[src/rtl/reg_scoreboard_if.sv]
// Issue/retire/jump handshake bundle between fetch_unit and reg_scoreboard.
// master = fetch/pipeline side driving events, slave = scoreboard reporting hazards.
interface reg_scoreboard_if #(
  parameter int NREG = 32
);
  logic            issue_valid;
  logic            issue_we;
  logic [4:0]      issue_rd;
  logic            issue_jmp;
  logic            wb_valid;
  logic            wb_we;
  logic [4:0]      wb_rd;
  logic            jmp_resolve;
  logic            flush;
  logic [NREG-1:0] busy_reg;
  logic            jmp_op_in_pipeline;
  logic            issue_ready;
  logic            drained;
  logic            fault;
  logic [1:0]      fault_code;

  modport master (
    output issue_valid, issue_we, issue_rd, issue_jmp,
    output wb_valid, wb_we, wb_rd, jmp_resolve, flush,
    input  busy_reg, jmp_op_in_pipeline, issue_ready, drained, fault, fault_code
  );

  modport slave (
    input  issue_valid, issue_we, issue_rd, issue_jmp,
    input  wb_valid, wb_we, wb_rd, jmp_resolve, flush,
    output busy_reg, jmp_op_in_pipeline, issue_ready, drained, fault, fault_code
  );
endinterface

[src/rtl/reg_scoreboard.sv]
// Destination-register hazard scoreboard: one-cycle state update, issue_ready throttles issue on
// in-flight limit or pending jump. SCOREBOARD_BYPASS_EN enables same-cycle release of retiring rd.
module reg_scoreboard #(
  parameter int NREG         = 32,
  parameter int MAX_INFLIGHT = 4,
  parameter int CNT_W        = 3
) (
  input logic             clk,
  input logic             rst,
  reg_scoreboard_if.slave sb
);
  localparam logic [0:0]       ST_IDLE     = 1'b0;
  localparam logic [0:0]       ST_JMP_PEND = 1'b1;
  localparam logic [CNT_W-1:0] MAX_CNT     = CNT_W'(MAX_INFLIGHT);
  localparam logic [CNT_W-1:0] CNT_ONE     = CNT_W'(1);
  localparam logic [NREG-1:0]  ONE_HOT0    = NREG'(1);

  logic [NREG-1:0]  busy_q, busy_d;
  logic [CNT_W-1:0] inflight_q, inflight_d;
  logic [0:0]       jmp_st_q, jmp_st_d;
  logic             fault_q, fault_d;
  logic [1:0]       fault_code_q, fault_code_d;

  logic            room;
  logic            issue_rdy;
  logic            issue_acc;
  logic            issue_ovf;
  logic            retire;
  logic            wb_empty;
  logic            wb_clr_en;
  logic            wb_dbl;
  logic            resolve_ok;
  logic            resolve_stray;
  logic [NREG-1:0] set_mask;
  logic [NREG-1:0] clr_mask;
  logic [1:0]      evt_code;

  always_comb begin
`ifdef SCOREBOARD_BYPASS_EN
    // A retire in this cycle frees a slot for the instr issuing alongside it.
    room = (inflight_q < MAX_CNT) || sb.wb_valid;
`else
    room = (inflight_q < MAX_CNT);
`endif
    issue_rdy     = room && (jmp_st_q == ST_IDLE);
    issue_acc     = sb.issue_valid && issue_rdy;
    issue_ovf     = sb.issue_valid && !issue_rdy;
    wb_empty      = sb.wb_valid && (inflight_q == '0);
    retire        = sb.wb_valid && (inflight_q != '0);
    wb_clr_en     = retire && sb.wb_we && (sb.wb_rd != 5'd0);
    wb_dbl        = wb_clr_en && !busy_q[sb.wb_rd];
    resolve_ok    = sb.jmp_resolve && (jmp_st_q == ST_JMP_PEND);
    resolve_stray = sb.jmp_resolve && (jmp_st_q == ST_IDLE);

    set_mask = (issue_acc && sb.issue_we && (sb.issue_rd != 5'd0)) ? (ONE_HOT0 << sb.issue_rd) : '0;
    clr_mask = wb_clr_en ? (ONE_HOT0 << sb.wb_rd) : '0;
  end

  // Simultaneous faults resolve to the lowest code; flush suppresses all of them.
  always_comb begin
    evt_code = 2'd0;
    if (!sb.flush) begin
      if (issue_ovf) begin
        evt_code = 2'd1;
      end else if (wb_empty || wb_dbl) begin
        evt_code = 2'd2;
      end else if (resolve_stray) begin
        evt_code = 2'd3;
      end
    end
    fault_d      = fault_q || (evt_code != 2'd0);
    fault_code_d = fault_q ? fault_code_q : evt_code;
  end

  always_comb begin
    busy_d     = busy_q;
    inflight_d = inflight_q;
    jmp_st_d   = jmp_st_q;
    if (sb.flush) begin
      busy_d     = '0;
      inflight_d = '0;
      jmp_st_d   = ST_IDLE;
    end else begin
      // Clear before set so a same-cycle reissue of the retiring rd keeps it busy.
      busy_d    = (busy_q & ~clr_mask) | set_mask;
      busy_d[0] = 1'b0;
      case ({issue_acc, retire})
        2'b10:   inflight_d = inflight_q + CNT_ONE;
        2'b01:   inflight_d = inflight_q - CNT_ONE;
        default: inflight_d = inflight_q;
      endcase
      if (issue_acc && sb.issue_jmp) begin
        jmp_st_d = ST_JMP_PEND;
      end else if (resolve_ok) begin
        jmp_st_d = ST_IDLE;
      end
    end
  end

  always_ff @(posedge clk) begin
    if (rst) begin
      busy_q       <= '0;
      inflight_q   <= '0;
      jmp_st_q     <= ST_IDLE;
      fault_q      <= 1'b0;
      fault_code_q <= 2'd0;
    end else begin
      busy_q       <= busy_d;
      inflight_q   <= inflight_d;
      jmp_st_q     <= jmp_st_d;
      fault_q      <= fault_d;
      fault_code_q <= fault_code_d;
    end
  end

`ifdef SCOREBOARD_BYPASS_EN
  logic [NREG-1:0] wb_mask;
  always_comb begin
    wb_mask = (sb.wb_valid && sb.wb_we && !sb.flush) ? (ONE_HOT0 << sb.wb_rd) : '0;
  end
  assign sb.busy_reg = busy_q & ~wb_mask;
`else
  assign sb.busy_reg = busy_q;
`endif

  assign sb.issue_ready        = issue_rdy;
  assign sb.drained            = (inflight_q == '0) && (jmp_st_q == ST_IDLE);
  assign sb.jmp_op_in_pipeline = (jmp_st_q == ST_JMP_PEND);
  assign sb.fault              = fault_q;
  assign sb.fault_code         = fault_code_q;
endmodule
[src/flat_wrapper.sv]
// flat-port wrapper written by rule: the top's interface ports become plain ports
module reg_scoreboard_flat 
#(
  parameter int NREG         = 32,
  parameter int MAX_INFLIGHT = 4,
  parameter int CNT_W        = 3
)
  (clk, rst, sb_issue_valid, sb_issue_we, sb_issue_rd, sb_issue_jmp, sb_wb_valid, sb_wb_we, sb_wb_rd, sb_jmp_resolve, sb_flush, sb_busy_reg, sb_jmp_op_in_pipeline, sb_issue_ready, sb_drained, sb_fault, sb_fault_code);
  reg_scoreboard_if #(.NREG(NREG)) sb_i ();
  input logic clk;
  input logic rst;
  input wire logic [$bits(sb_i.issue_valid)-1:0] sb_issue_valid;
  input wire logic [$bits(sb_i.issue_we)-1:0] sb_issue_we;
  input wire logic [$bits(sb_i.issue_rd)-1:0] sb_issue_rd;
  input wire logic [$bits(sb_i.issue_jmp)-1:0] sb_issue_jmp;
  input wire logic [$bits(sb_i.wb_valid)-1:0] sb_wb_valid;
  input wire logic [$bits(sb_i.wb_we)-1:0] sb_wb_we;
  input wire logic [$bits(sb_i.wb_rd)-1:0] sb_wb_rd;
  input wire logic [$bits(sb_i.jmp_resolve)-1:0] sb_jmp_resolve;
  input wire logic [$bits(sb_i.flush)-1:0] sb_flush;
  output wire logic [$bits(sb_i.busy_reg)-1:0] sb_busy_reg;
  output wire logic [$bits(sb_i.jmp_op_in_pipeline)-1:0] sb_jmp_op_in_pipeline;
  output wire logic [$bits(sb_i.issue_ready)-1:0] sb_issue_ready;
  output wire logic [$bits(sb_i.drained)-1:0] sb_drained;
  output wire logic [$bits(sb_i.fault)-1:0] sb_fault;
  output wire logic [$bits(sb_i.fault_code)-1:0] sb_fault_code;
  assign sb_i.issue_valid = sb_issue_valid;
  assign sb_i.issue_we = sb_issue_we;
  assign sb_i.issue_rd = sb_issue_rd;
  assign sb_i.issue_jmp = sb_issue_jmp;
  assign sb_i.wb_valid = sb_wb_valid;
  assign sb_i.wb_we = sb_wb_we;
  assign sb_i.wb_rd = sb_wb_rd;
  assign sb_i.jmp_resolve = sb_jmp_resolve;
  assign sb_i.flush = sb_flush;
  assign sb_busy_reg = sb_i.busy_reg;
  assign sb_jmp_op_in_pipeline = sb_i.jmp_op_in_pipeline;
  assign sb_issue_ready = sb_i.issue_ready;
  assign sb_drained = sb_i.drained;
  assign sb_fault = sb_i.fault;
  assign sb_fault_code = sb_i.fault_code;
  reg_scoreboard #(.NREG(NREG), .MAX_INFLIGHT(MAX_INFLIGHT), .CNT_W(CNT_W)) u_core (.clk(clk), .rst(rst), .sb(sb_i));
endmodule
[config.mk]
export PLATFORM = sky130hd
export DESIGN_NAME = reg_scoreboard_flat
export DESIGN_NICKNAME = d
export VERILOG_FILES = /design/src/rtl/reg_scoreboard_if.sv /design/src/rtl/reg_scoreboard.sv /design/src/flat_wrapper.sv
export SDC_FILE = /design/constraint.sdc
export NUM_CORES = 1
export LEC_CHECK = 0
export BUFFER_PORTS_ARGS = -buffer_cell sky130_fd_sc_hd__buf_4
export CAP_MARGIN = 30
export CORE_MARGIN = 2
export CORE_UTILIZATION = 48
export CTS_BUF_LIST = sky130_fd_sc_hd__clkbuf_4
export DETAILED_ROUTE_END_ITERATION = 8
export HOLD_SLACK_MARGIN = 0.15
export PLACE_DENSITY = 0.83
export SLEW_MARGIN = 20
export SYNTH_ARGS = -nofsm -noshare
export SYNTH_HDL_FRONTEND = slang
export SYNTH_SLANG_ARGS = --single-unit
export TNS_END_PERCENT = 100
[constraint.sdc]
create_clock -name clk -period 1.9 [get_ports clk]
set_input_delay 0 -clock clk [delete_from_list [all_inputs] [get_ports clk]]
set_output_delay 0 -clock clk [all_outputs]
set_load 0.05 [all_outputs]
# Yosys cells after proc, flatten, opt, wreduce, memory -nomap -nowiden
# Cells that the tools add are included.
[op_classes] addsub=2 magnitude_cmp=2 eq_ne=2 shifts=2 mux=11 n_bitwise=4 n_reduce_logical=26
[op_table] operator="32-bit two-way mux" count=2
[op_table] operator="1-bit by 5-bit left shift with 32-bit output (first input constant)" count=2
[op_table] operator="32-bit AND" count=1
[op_table] operator="32-bit inverter" count=1
[op_table] operator="32-bit OR" count=1
[op_table] operator="1-bit logical AND" count=14
[op_table] operator="5-bit nonzero test" count=2
[op_table] operator="2-bit two-way mux" count=4
[op_table] operator="5-bit by 6-bit less-than comparator with 1-bit output (second input constant)" count=1
[op_table] operator="3-bit one-hot mux with 2 select lines" count=1
[op_table] operator="2-bit nonzero test" count=3
[op_table] operator="1-bit binary-select mux with 5-bit select" count=1
[op_table] operator="3-bit by 1-bit adder with 3-bit output (second input constant)" count=1
[op_table] operator="3-bit logical NOT" count=1
[op_table] operator="3-bit less-than comparator (second input constant)" count=1
[op_table] operator="1-bit two-way mux" count=3
[op_table] operator="3-bit nonzero test" count=1
[op_table] operator="3-bit by 1-bit subtractor with 3-bit output (second input constant)" count=1
[op_table] operator="2-bit by 1-bit equality test with 1-bit output (second input constant)" count=1
[op_table] operator="2-bit equality test (second input constant)" count=1
[op_table] operator="1-bit logical NOT" count=2
[op_table] operator="1-bit logical OR" count=2
[op_table] operator="2-bit OR reduction" count=1
[op_table] operator="1-bit inverter" count=1
[totals] register_bits=39 out_inout_bits=38 wordCells=55

# Depth between registers and ports, before layout
# Gate-level depths: netlist of the first run.
[depth] depth_word=11 mapped_depth=8 mapped_depth_nobuf=8

# Least setup slack after synthesis of the first run
# Ideal clock, no wire load.
[synth_path] path_kind="reg-to-reg" startpoint="register u_core.jmp_st_q, in the netlist u_core.sb.jmp_op_in_pipeline" endpoint="register u_core.inflight_q[2]" arrival_ps=2437 setup_slack_ps=-607 path_stages_with_launch=9 n_path_buf=0 path_cell_list="dfxtp_1 -> nor2_1 -> nand2_1 -> ha_1 -> inv_1 -> fa_1 -> xor2_1 -> or3_1 -> a21oi_1"
[synth_via] elab_chain_len=5
[synth_lines] element="start: declaration" line_no="reg_scoreboard.sv:20" text="logic [0:0] jmp_st_q, jmp_st_d;"
[synth_lines] element="start signal: assignment" line_no="reg_scoreboard.sv:110" text="jmp_st_q <= jmp_st_d;"
[synth_lines] element="1-bit inverter (*)" line_no="reg_scoreboard.sv:45" text="issue_rdy = room && (jmp_st_q == ST_IDLE);"
[synth_lines] element="1-bit logical AND (*)" line_no="reg_scoreboard.sv:45"
[synth_lines] element="via sb_issue_ready" line_no="flat_wrapper.sv:23" text="output wire logic [$bits(sb_i.issue_ready)-1:0] sb_issue_ready;"
[synth_lines] element="1-bit logical AND (*)" line_no="reg_scoreboard.sv:46" text="issue_acc = sb.issue_valid && issue_rdy;"
[synth_lines] element="2-bit by 1-bit equality test with 1-bit output or 2-bit equality test (tied branches)" line_no="reg_scoreboard.sv:87" text="case ({issue_acc, retire})"
[synth_lines] element="3-bit one-hot mux with 2 select lines or 2-bit nonzero test (tied branches)"
[synth_lines] element="end signal: assignment" line_no="reg_scoreboard.sv:109" text="inflight_q <= inflight_d;"
[synth_lines] element="end: declaration" line_no="reg_scoreboard.sv:19" text="logic [CNT_W-1:0] inflight_q, inflight_d;"
# Mark *: on every way through the listed nets, which the timed path passes. The rest lies on a longest branch.
# A chain may end at the register's enable or synchronous reset.

# Worst setup path in the final report of the first run
[layout_path] startpoint="register u_core.inflight_q[2]" endpoint="register u_core.fault_q, in the netlist u_core.sb.fault"
[layout_via] elab_chain_len=11
[layout_lines] element="3-bit nonzero test" line_no="reg_scoreboard.sv:49" text="retire = sb.wb_valid && (inflight_q != '0);"
[layout_lines] element="1-bit logical AND" line_no="reg_scoreboard.sv:49"
[layout_lines] element="1-bit logical AND (2 in series)" line_no="reg_scoreboard.sv:50" text="wb_clr_en = retire && sb.wb_we && (sb.wb_rd != 5'd0);"
[layout_lines] element="1-bit logical AND" line_no="reg_scoreboard.sv:51" text="wb_dbl = wb_clr_en && !busy_q[sb.wb_rd];"
[layout_lines] element="1-bit logical OR" line_no="reg_scoreboard.sv:65" text="end else if (wb_empty || wb_dbl) begin"
[layout_lines] element="2-bit two-way mux" line_no="reg_scoreboard.sv:65"
[layout_lines] element="2-bit two-way mux (*)" line_no="reg_scoreboard.sv:63" text="if (issue_ovf) begin"
[layout_lines] element="2-bit two-way mux (*)" line_no="reg_scoreboard.sv:62" text="if (!sb.flush) begin"
[layout_lines] element="2-bit nonzero test (*)" line_no="reg_scoreboard.sv:71" text="fault_d = fault_q || (evt_code != 2'd0);"
[layout_lines] element="1-bit logical OR (*)" line_no="reg_scoreboard.sv:71"
[layout_lines] element="end signal: assignment" line_no="reg_scoreboard.sv:111" text="fault_q <= fault_d;"
[layout_lines] element="end: declaration" line_no="reg_scoreboard.sv:21" text="logic fault_q, fault_d;"
# Mark *: on every way between the ends. The rest lies on a longest branch, timed or not.

==> results by group, run 1 <==
CTS
  • Clock Sinks: 38
  • Max Root-Sink Buffers: 2
  • CTS Buf Count: 5
  • Clock root cell: clkbuf_4
  • Clock transition at path regs: 130 ps
  • H-tree depth: 2
  • Worst-skew pair later-pin latency: 360 ps
  • CTS tree: yes

STA
  • Max-slew violation count: 0
  • Final Cycle Share: 97.18%
  • RSZ-0062 raised after global routing: true
  • Min cycle time layout: 1846 ps
  • Setup Skew: 16.58 ps
  • Max Fclk: 541.6 MHz
  • Slack of the critical path: 53.63 ps
  • Max transition margin: between 50% and 60%
  • Final Hold Vio Count: 0
  • Worst-Margin Slew: 708.6 ps
  • Setup_tns: 0 ps
  • Final setup viols: 0

Floorplanning
  • Boundary Pins: 57
  • Die W: 68.82 µm
  • Core ar.: 4029 µm²
  • Die H: ~70 µm
  • Starting Density: 50.06%
  • Die ar.: 4736 µm²
  • Row count: 23

Global route
  • Initial antenna violation count: 0
  • Gr usage total: ~26%
  • Largest net degree at the start of global routing: 38
  • Vias in the first global route: about 2000
  • First-pass GRT wire length: 9.039 mm
  • GRT Residual Overflow: 0

Routing
  • Drt pass-1 iters: 5
  • Post-DRT Antenna Nets: 0
  • Vias: 2177
  • Initial DRC Count: 131
  • Drt wl/cell: 16.26 µm
  • Routed wire length: 6.031 mm
  • Vias per inst: 5.868
  • Post-route DRC: 0

Synth
  • Yosys warnings: 0
  • Avg Inst Size Synth: 8.133 µm²
  • Register area share after synthesis: 37.72%
  • Post-Syn Instances: between 200 and 250
  • Top post-synthesis cells by area: dfxtp_1, a21oi_1, o21ai_0
  • Largest area contributor in the netlist: dfxtp_1
  • Synth cell types: 43
  • Yosys top cell area share: 37.72%
  • #FFs+latches synth: 38
  • Mapped Nets: about 270
  • Syn Std Cell Area: between 2000 and 2500 µm²

Setup path
  • Worst-path cell chain: buf_12 > buf_4 > o311ai_2 > buf_4 > nor3_1 > a22oi_2 > o2111ai_2 > o31a_1
  • CP arrival: 2120 ps
  • Critical path endpoint category: flip-flop
  • Cell mode on critical path: buf_4
  • Buf+Inv Stages, Crit Path: 3
  • Critical path's slowest cell: dfxtp_4
  • Cell family with most CP delay: compound AO/OA/AOI/OAI gates
  • Critical path required time: around 2200 ps
  • R2r setup slk: 50 ps
  • CP Class: flip-flop to flip-flop
  • Critical path startpoint category: flip-flop
  • Worst reg2reg path startpoint: u_core.inflight_q[2]$_SDFFE_PP0P_
  • R2r worst-path depth: 8
  • Crit-path max FO: 4
  • Crit Reg-Reg Endpoint: u_core.sb.fault$_SDFF_PP0_
  • Max incr delay on CP: 380 ps

Final layout
  • Nets: approximately 340
  • Final core utilization: between 60% and 70%
  • Layout cells sized above 1: 29.91%
  • Area Growth Syn to Fin: 36.23%
  • Register area: 772.0 µm²
  • Number of flip-flops in the largest register: 31
  • Multi-input gate area: 1196 µm²
  • Fin cells: 371
  • FILL cells: 325
  • # diodes: 0

Job
  • Max-Cap Viols: 0

Placed design
  • Dpl ws: -71.04 ps
  • GP Congestion: between 0.8 and 0.9
  • Buffers added on ports: 55
  • HPWL Detailed: about 4.1 mm
  • DP Cell Count: between 300 and 400

Hold path
  • Hold path cells: 3
  • Hold crit path type: input pin to flip-flop
  • Worst Hold End: u_core.sb.fault$_SDFF_PP0_
  • Hold wc startpoint: sb_issue_valid

Pwr
  • Max VDD drop: 0.3115 mV
  • P_leak: 1.021 nW
  • Cell Pwr Density: 555.8 nW/µm²

Status
  • Status: finished clean
## stage by stage
| stage | total power [W] | instance area (µm²) | hold WS, ps |
|---|---|---|---|
| after floorplan | 0.001005 | 2038 | 87.73 |
| after global placement | 0.001086 | 2499 | 200.3 |
| after detailed placement | 0.001090 | 2499 | 200.4 |
| after CTS | 0.001519 | 2706 | 161.1 |
| after global routing | 0.001568 | 2748 | 197.4 |
| final | 0.001527 | 2748 | 178.1 |
## power by group
group	internal [W]	switching, W
clock network	0.000138	0.000281
registers	0.000804	0.00000957
logic	0.000118	0.000177
total	0.00106	0.000468
## worst register-to-register path: stages (launching register included)
cell	delay, ps
dfxtp_4	380
buf_12	120
buf_4	130
o311ai_2	290
buf_4	190
nor3_1	50
a22oi_2	190
o2111ai_2	160
o31a_1	250
## final cells by class
class,count,share of cell area [%]
clock buffer,5,1.366
clock inverter,3,0.5920
inverter,6,0.8197
multi-input combinational,190,43.53
sequential,38,28.10
tap,50,2.277
timing repair buffer,79,23.32
## cell usage after synthesis
cell / n
a211oi_2: 1
a21oi_1: 34
a22oi_2: 1
a32oi_1: 1
a41oi_1: 1
and2_1: 2
buf_1: 3
buf_4: 1
buf_6: 1
buf_8: 1
clkbuf_1: 8
conb_1: 1
dfxtp_1: 38
fa_1: 1
ha_1: 1
inv_1: 6
mux2_2: 2
mux2i_1: 11
mux4_2: 4
nand2_1: 33
nand2b_1: 5
nand3_1: 10
nand3b_1: 2
nand4_1: 4
nand4bb_1: 1
nor2_1: 14
nor2b_1: 8
nor3_1: 4
nor3b_1: 2
nor4_1: 1
nor4b_1: 1
o2111ai_1: 1
o21ai_0: 32
o21ai_1: 1
o221ai_2: 1
o22ai_1: 1
o2bb2ai_1: 1
o311ai_1: 1
o31a_1: 1
o31ai_1: 1
or2_2: 2
or3_1: 1
xor2_1: 2
## layer usage
layer	GRT usage, %	vias up	part of all wire [%]
met1	31.91	1005	41
met4	10.54	0	1.9
met5	0	-	0
met3	5.195	18	8.9
met2	44.47	122	49
li1	-	1032	-
## worst max path at each step
stage | from | end | slack [ps] | cells after the start
3_5_place_dp | u_core.inflight_q[2]$_SDFFE_PP0P_ | u_core.inflight_q[2]$_SDFFE_PP0P_ | -70 | 8
3_3_place_gp | u_core.inflight_q[2]$_SDFFE_PP0P_ | u_core.inflight_q[2]$_SDFFE_PP0P_ | 20 | 8
5_1_grt | u_core.inflight_q[2]$_SDFFE_PP0P_ | u_core.inflight_q[2]$_SDFFE_PP0P_ | -60 | 8
4_1_cts | u_core.inflight_q[2]$_SDFFE_PP0P_ | u_core.inflight_q[2]$_SDFFE_PP0P_ | 0.3 | 8
2_1_floorplan | u_core.sb.busy_reg[3]$_SDFF_PP0_ | u_core.sb.fault$_SDFF_PP0_ | 2 | 5
6_report | u_core.inflight_q[2]$_SDFFE_PP0P_ | u_core.sb.fault$_SDFF_PP0_ | 50 | 8
## timing repair
| action | CTS | global route |
|---|---|---|
| hold endpoints to repair | 34 | 0 |
| hold buffers | 14 | 0 |
| endpoints found under the setup margin | 1 | 1 |
| buffers inserted | 1 | 1 |
| pin swaps | 1 | 3 |
| gates resized for setup | 3 | 5 |
## cell usage in the layout (no fill, tap or decap), types with 2 or more instances in the layout
cell type	n
buf_4	64
a21oi_1	34
nand2_1	33
dfxtp_1	33
o21ai_0	32
dlygate4sd3_1	14
nor2_1	11
mux2i_1	11
nand3_1	10
nor2b_1	8
inv_1	6
nand2b_1	5
clkbuf_4	5
nor3_1	4
nand4_1	4
mux4_2	4
dfxtp_2	3
or2_2	2
and2_1	2
nor2_2	2
nor3b_1	2
nand3b_1	2
mux2_2	2
xor2_1	2
dfxtp_4	2
## kinds of logic after synthesis
| kind of cell | Yosys count | synth area share, % |
|---|---|---|
| AND/OR/NAND/NOR | 90 | 21.84 |
| AO/OA/AOI/OAI | 78 | 21.90 |
| flip-flops | 38 | 37.72 |
| buffers and inverters | 20 | 4.839 |
| multiplexers | 17 | 11.04 |
| adder cells (fa/ha/maj) | 2 | 1.613 |
| XOR/XNOR | 2 | 0.8686 |
| other | 1 | 0.1859 |
No activity file was read; power rests on OpenSTA's default activity.
==> inputs of run 2 (changes only) <==
--- a/config.mk
+++ b/config.mk
@@ -7,7 +7,7 @@
 export LEC_CHECK = 0
 export BUFFER_PORTS_ARGS = -buffer_cell sky130_fd_sc_hd__buf_4
 export CAP_MARGIN = 30
-export CORE_MARGIN = 2
+export CORE_ASPECT_RATIO = 1.5
 export CORE_UTILIZATION = 48
 export CTS_BUF_LIST = sky130_fd_sc_hd__clkbuf_4
 export DETAILED_ROUTE_END_ITERATION = 8
==> run 2 against run 1 <==
Sequential share of layout area is 0.13 points higher. Clock power is 4% lower. First-iteration DRC count is 24% lower. Worst setup slack better by 27 ps. Critical path type unchanged. Largest power group unchanged. Via count is 1.1% lower. Maximum frequency is 1.5% higher. Hold slack better by 18 ps. Count of clock-buffer cells in the layout is 1 higher.
==> results by group, run 2 (synthesis gave the netlist of run 1 again) <==
Setup path
  • R2r worst-path depth: 8
  • Worst reg2reg path startpoint: u_core.inflight_q[2]$_SDFFE_PP0P_
  • CP arrival: 2090 ps
  • Worst-path cell chain: nor3_1 > nor2b_1 > ha_2 > inv_1 > fa_2 > xor2_1 > or3_1 > a21oi_2
  • Max incr delay on CP: 390 ps
  • Critical path startpoint category: flip-flop
  • Buf+Inv Stages, Crit Path: 1
  • Critical path's slowest cell: dfxtp_4
  • CP Class: flip-flop to flip-flop
  • Critical path required time: about 2200 ps
  • R2r setup slk: 80 ps
  • Cell family with most CP delay: simple AND/OR/NAND/NOR gates
  • Crit-path max FO: 5
  • Crit Reg-Reg Endpoint: u_core.inflight_q[2]$_SDFFE_PP0P_
  • Critical path endpoint category: flip-flop

Placed design
  • HPWL Detailed: roughly 4.2 mm
  • Placed cell areas: 2515 µm²
  • GP Congestion: around 0.91
  • Buffers added on ports: 55

STA
  • Worst-Margin Slew: 733.2 ps
  • Setup Skew: 11.79 ps
  • Min cycle time layout: about 1800 ps
  • Setup_tns: 0 ps
  • Max transition margin: 51.12%
  • Final Cycle Share: 95.74%
  • Max-slew violation count: 0
  • Final Hold Vio Count: 0
  • Max Fclk: 549.7 MHz
  • Final setup viols: 0

CTS
  • Clock Sinks: 38
  • Post-CTS setup buffers: 0
  • CTS Buf Count: 5
  • Max Root-Sink Buffers: 2
  • CTS tree: yes
  • H-tree depth: 2
  • Worst-skew pair later-pin latency: 340 ps
  • Clock transition at path regs: 110 ps
  • Clock root cell: clkbuf_4

Final layout
  • Area Growth Syn to Fin: 35.61%
  • Layout cells sized above 1: 29.60%
  • Nets: 342
  • Number of flip-flops in the largest register: 31
  • # diodes: 0
  • FILL cells: 348
  • Final Cell Area: 2735 µm²
  • Final core utilization: roughly 68%
  • Most frequent cells in the layout: buf_4, nand2_1, a21oi_1, dfxtp_1, o21ai_0
  • Commonest non-fill, non-tap cell in the layout: buf_4

Hold path
  • Hold path cells: 4
  • Hold wc startpoint: sb_jmp_resolve
  • Worst Hold End: u_core.sb.fault_code[1]$_SDFFE_PP0N_
  • Hold crit path type: input pin to flip-flop

Floorplanning
  • Die W: roughly 55 µm
  • Die ar.: between 4000 and 5000 µm²
  • Starting Density: 50.50%
  • Row count: 28
  • Boundary Pins: 57
  • Die H: 81.39 µm
  • Core ar.: 3994 µm²

Pwr
  • Cell Pwr Density: 552.9 nW/µm²
  • Comb power frac: about a fifth
  • Max VDD drop: 0.4889 mV
  • Total Power: 0.001512 W
  • Psw: approximately 0.00044 W
  • Cell-internal power: 0.001073 W
  • P_leak: approximately 1.0 nW
  • Sw frac: 29.06%
  • Clock Power Share: about a quarter
  • Share of total power in sequential cells: 53.7%

Status
  • Status: finished clean

Routing
  • Vias: 2154
  • Drt wl/cell: approximately 16 µm
  • Vias per inst: 5.885
  • Post-route DRC: 0
  • Routed wire length: 5.977 mm
  • Drt pass-1 iters: 4
  • Post-DRT Antenna Nets: 0
  • Initial DRC Count: 99

Global route
  • Vias in the first global route: 1999
  • Initial antenna violation count: 0
  • First-pass GRT wire length: 9.018 mm
  • GRT Residual Overflow: 0
  • Gr usage total: 28.12%
  • Largest net degree at the start of global routing: 38

Job
  • Max-Cap Viols: 0
==> run 2: worst register-to-register path: stages (launching register included) <==
cell and delay, ps:
dfxtp_4 390, nor3_1 70, nor2b_1 130, ha_2 190
inv_1 50, fa_2 330, xor2_1 150, or3_1 330
a21oi_2 120
==> run 2: stage by stage <==
| step | hold WS (ps) | std cells | worst slack [ps] |
|---|---|---|---|
| 2_1_floorplan | 87.73 | 248 | 2.422 |
| 3_3_place_gp | 197.9 | 345 | 46.48 |
| 3_5_place_dp | 201.5 | 345 | -35.95 |
| 4_1_cts | 187.6 | 366 | 13.06 |
| 5_1_grt | 223.5 | 366 | -2.304 |
| 6_report | 195.7 | 366 | 80.98 |
==> run 2: power by group through the flow <==
stage / combinational (W) / sequential (W) / clock [W]
5_1_grt: 0.000317 / 0.000815 / 0.000452
6_report: 0.000297 / 0.000813 / 0.000403
3_5_place_dp: 0.000264 / 0.000832 / 0
4_1_cts: 0.000287 / 0.000814 / 0.000411
2_1_floorplan: 0.000148 / 0.000857 / 0
3_3_place_gp: 0.000259 / 0.000832 / 0
==> run 2: layout make-up <==
cell class	count	area, µm²	share of cell area (%)
clock buffers	6	45.04	1.647
clock inverters	1	3.754	0.1372
inverters	6	22.52	0.8234
multi-input cells	190	1200	43.87
flip-flops and latches	38	772.0	28.23
well taps	45	56.30	2.059
repair buffers	80	635.6	23.24
==> run 2: worst max path at each step <==
stage | startpoint | end | cells after the start
finish | u_core.inflight_q[2]$_SDFFE_PP0P_ | u_core.inflight_q[2]$_SDFFE_PP0P_ | 8
global route | u_core.inflight_q[2]$_SDFFE_PP0P_ | u_core.inflight_q[2]$_SDFFE_PP0P_ | 8
CTS | u_core.inflight_q[2]$_SDFFE_PP0P_ | u_core.inflight_q[2]$_SDFFE_PP0P_ | 8
detailed placement | u_core.inflight_q[2]$_SDFFE_PP0P_ | u_core.inflight_q[2]$_SDFFE_PP0P_ | 8
global placement | u_core.inflight_q[2]$_SDFFE_PP0P_ | u_core.inflight_q[2]$_SDFFE_PP0P_ | 8
floorplan | u_core.sb.busy_reg[3]$_SDFF_PP0_ | u_core.sb.fault$_SDFF_PP0_ | 5
==> run 2: per-layer routing <==
metal  wire, µm  share of wire, %  up-vias  GRT usage, %
li1           -                 -     1028             -
met3        340               5.7       11         5.805
met1       2325                39     1025         32.56
met5          0                 0        -             0
met4        117               2.0        0         11.00
met2       3194                53       90         48.55
==> run 2: what timing repair did <==
item	in CTS	in global routing
hold buffers	14	0
endpoints found under the hold margin	34	0
pin swaps	0	2
endpoints found under the setup margin	1	4
gates resized for setup	1	6
==> inputs of run 3 (changes only) <==
--- a/config.mk
+++ b/config.mk
@@ -5,7 +5,7 @@
 export SDC_FILE = /design/constraint.sdc
 export NUM_CORES = 1
 export LEC_CHECK = 0
-export BUFFER_PORTS_ARGS = -buffer_cell sky130_fd_sc_hd__buf_4
+export BUFFER_PORTS_ARGS = -buffer_cell sky130_fd_sc_hd__buf_2
 export CAP_MARGIN = 30
 export CORE_ASPECT_RATIO = 1.5
 export CORE_UTILIZATION = 48
==> run 3 against run 2 <==
Design area down 6.8%. Clock power about the same. Clock skew up 11 ps. Critical path type unchanged. Largest power group unchanged. Global-route usage up 1.1 points. Sequential power about the same. Register-to-register slack about the same. Sequential share of layout area up 2.0 points. Non-clock buffer count down 4. Die area unchanged. Combinational power down 9.1%. Largest cell class unchanged. Via count up 1.9%. First-iteration DRC count down 1.0%.
==> results by group, run 3 (synthesis gave the netlist of run 1 again) <==
STA
  • Final Hold Vio Count: 0
  • Final Cycle Share: 96.14%
  • Final setup viols: 0
  • Max transition margin: 52.48%
  • Min cycle time layout: around 1800 ps
  • RSZ-0062 raised after global routing: false
  • Max Fclk: 547.5 MHz
  • Setup Skew: roughly 23 ps
  • Setup_tns: 0 ps
  • Worst-Margin Slew: 712.8 ps
  • Slack of the critical path: 73.40 ps
  • Max-slew violation count: 0

Setup path
  • Crit-path max FO: 5
  • R2r setup slk: 70 ps
  • Critical path's slowest cell: dfxtp_4
  • CP arrival: 2100 ps
  • Critical path endpoint category: flip-flop
  • R2r worst-path depth: 8
  • Critical path startpoint category: flip-flop
  • Critical path required time: 2170 ps
  • Max incr delay on CP: just under 400 ps
  • Worst reg2reg path startpoint: u_core.inflight_q[2]$_SDFFE_PP0P_
  • CP Class: flip-flop to flip-flop
  • Worst-path cell chain: nor3_2 > nor2b_1 > ha_2 > inv_1 > fa_2 > xor2_1 > or3_1 > a21oi_1
  • Crit Reg-Reg Endpoint: u_core.inflight_q[2]$_SDFFE_PP0P_

CTS
  • Clock root cell: clkbuf_4
  • Post-CTS setup buffers: 0
  • Clock Sinks: 38
  • CTS tree: yes
  • CTS Buf Count: 5
  • Max Root-Sink Buffers: 2
  • H-tree depth: 2
  • Clock transition at path regs: 100 ps
  • Worst-skew pair later-pin latency: 360 ps

Floorplanning
  • Boundary Pins: 57
  • Core ar.: 3994 µm²
  • Die H: 81.39 µm
  • Die W: 54.93 µm
  • Row count: 28
  • Starting Density: 50.50%
  • Die ar.: roughly 4500 µm²

Final layout
  • Area Growth Syn to Fin: 26.43%
  • Most frequent cells in the layout: buf_2, a21oi_1, nand2_1, dfxtp_1, o21ai_0
  • Number of flip-flops in the largest register: 31
  • Final Cell Area: between 2000 and 3000 µm²
  • Commonest non-fill, non-tap cell in the layout: buf_2
  • Nets: 338
  • # diodes: 0
  • Layout cells sized above 1: about 29%

Status
  • Status: finished clean

Hold path
  • Hold wc startpoint: sb_issue_we
  • Hold crit path type: input pin to flip-flop
  • Hold path cells: 5
  • Worst Hold End: u_core.sb.busy_reg[16]$_SDFF_PP0_

Routing
  • Post-DRT Antenna Nets: 0
  • Routed wire length: 5.897 mm
  • Initial DRC Count: 98
  • Vias per inst: 6.066
  • Post-route DRC: 0
  • Drt pass-1 iters: 5
  • Drt wl/cell: 16.29 µm
  • Vias: ~2200

Global route
  • Largest net degree at the start of global routing: 38
  • Initial antenna violation count: 0
  • First-pass GRT wire length: 9.232 mm
  • Gr usage total: 29.20%
  • Vias in the first global route: a little over 2000
  • GRT Residual Overflow: 0

Placed design
  • Dpl ws: -64.34 ps
  • Buffers added on ports: 55
  • HPWL Detailed: 4.107 mm
  • Placed cell areas: 2355 µm²
  • GP Congestion: about 0.9

Pwr
  • Comb power frac: 18.2%
  • Psw: 0.0004357 W
  • Sw frac: 29.33%
  • P_leak: ~0.99 nW
  • Share of total power in sequential cells: 54.8%
  • Cell Pwr Density: about 580 nW/µm²
  • Max VDD drop: 0.4642 mV
  • Cell-internal power: 0.001050 W
  • Clock Power Share: 27.1%

Job
  • Max-Cap Viols: 0
run 3: cell count changes in the layout (fill, tap and decap cells not counted):
cell	before	now
nand4bb_4	1	0
buf_2	0	55
dlygate4sd3_1	14	13
a21oi_1	33	34
nor3_2	0	1
a21oi_2	1	0
nand4bb_1	0	1
buf_4	66	8
nor3_1	4	3
run 3: per-layer routing:
metal  global-route usage, %  wire [µm]
met5                       0          0
met4                   16.25        222
met3                   6.554        399
met2                   49.64       3051
met1                   31.99       2224
run 3: power groups by stage:
stage	Combinational, W	Sequential [W]	Clock (W)
4_1_cts	0.000263	0.000813	0.000418
3_3_place_gp	0.000236	0.000832	0
6_report	0.000270	0.000813	0.000402
3_5_place_dp	0.000241	0.000832	0
2_1_floorplan	0.000148	0.000857	0
5_1_grt	0.000293	0.000816	0.000449
run 3: final cells by class:
type / instances / area, µm²
repair buffers: 76 / 465.4
fillers: 364 / 1444
multi-input cells: 190 / 1185
well taps: 45 / 56.30
clock inverters: 1 / 3.754
clock buffers: 6 / 45.04
flip-flops and latches: 38 / 772.0
inverters: 6 / 22.52
run 3: worst max path at each step:
stage / start / end / slack (ps) / cells past startpoint
floorplan: u_core.sb.busy_reg[3]$_SDFF_PP0_ / u_core.sb.fault$_SDFF_PP0_ / 2 / 5
global placement: u_core.inflight_q[2]$_SDFFE_PP0P_ / u_core.inflight_q[2]$_SDFFE_PP0P_ / 40 / 8
detailed placement: u_core.inflight_q[2]$_SDFFE_PP0P_ / u_core.inflight_q[2]$_SDFFE_PP0P_ / -60 / 8
CTS: u_core.inflight_q[2]$_SDFFE_PP0P_ / u_core.inflight_q[2]$_SDFFE_PP0P_ / 7 / 8
global route: u_core.inflight_q[2]$_SDFFE_PP0P_ / u_core.inflight_q[2]$_SDFFE_PP0P_ / 6 / 8
finish: u_core.inflight_q[2]$_SDFFE_PP0P_ / u_core.inflight_q[2]$_SDFFE_PP0P_ / 70 / 8
run 3: through the flow:
| step | hold WS, ps | instances | power (W) | utilization (%) |
|---|---|---|---|---|
| detailed placement | 215.9 | 342 | 0.001073 | 58.96 |
| CTS | 156.0 | 362 | 0.001494 | 63.53 |
| floorplan | 87.73 | 248 | 0.001005 | - |
| finish | 183.2 | 362 | 0.001485 | 63.85 |
| global route | 183.3 | 362 | 0.001557 | 63.85 |
| global placement | 213.6 | 342 | 0.001068 | 58.96 |
run 3: what timing repair did:
item,in CTS,in global routing
pin swaps,0,2
hold buffers,13,0
hold endpoints to repair,34,0
gates resized for setup,2,4
endpoints found under the setup margin,1,2
run 3: critical path: cells and delay by family, from the launching register on:
family          cells  cell delay, ps
fa+ha+maj           2             530
compound gates      1             120
flops               1             390
simple gates        3             500
xor+xnor            1             160
buf+inv             1              50
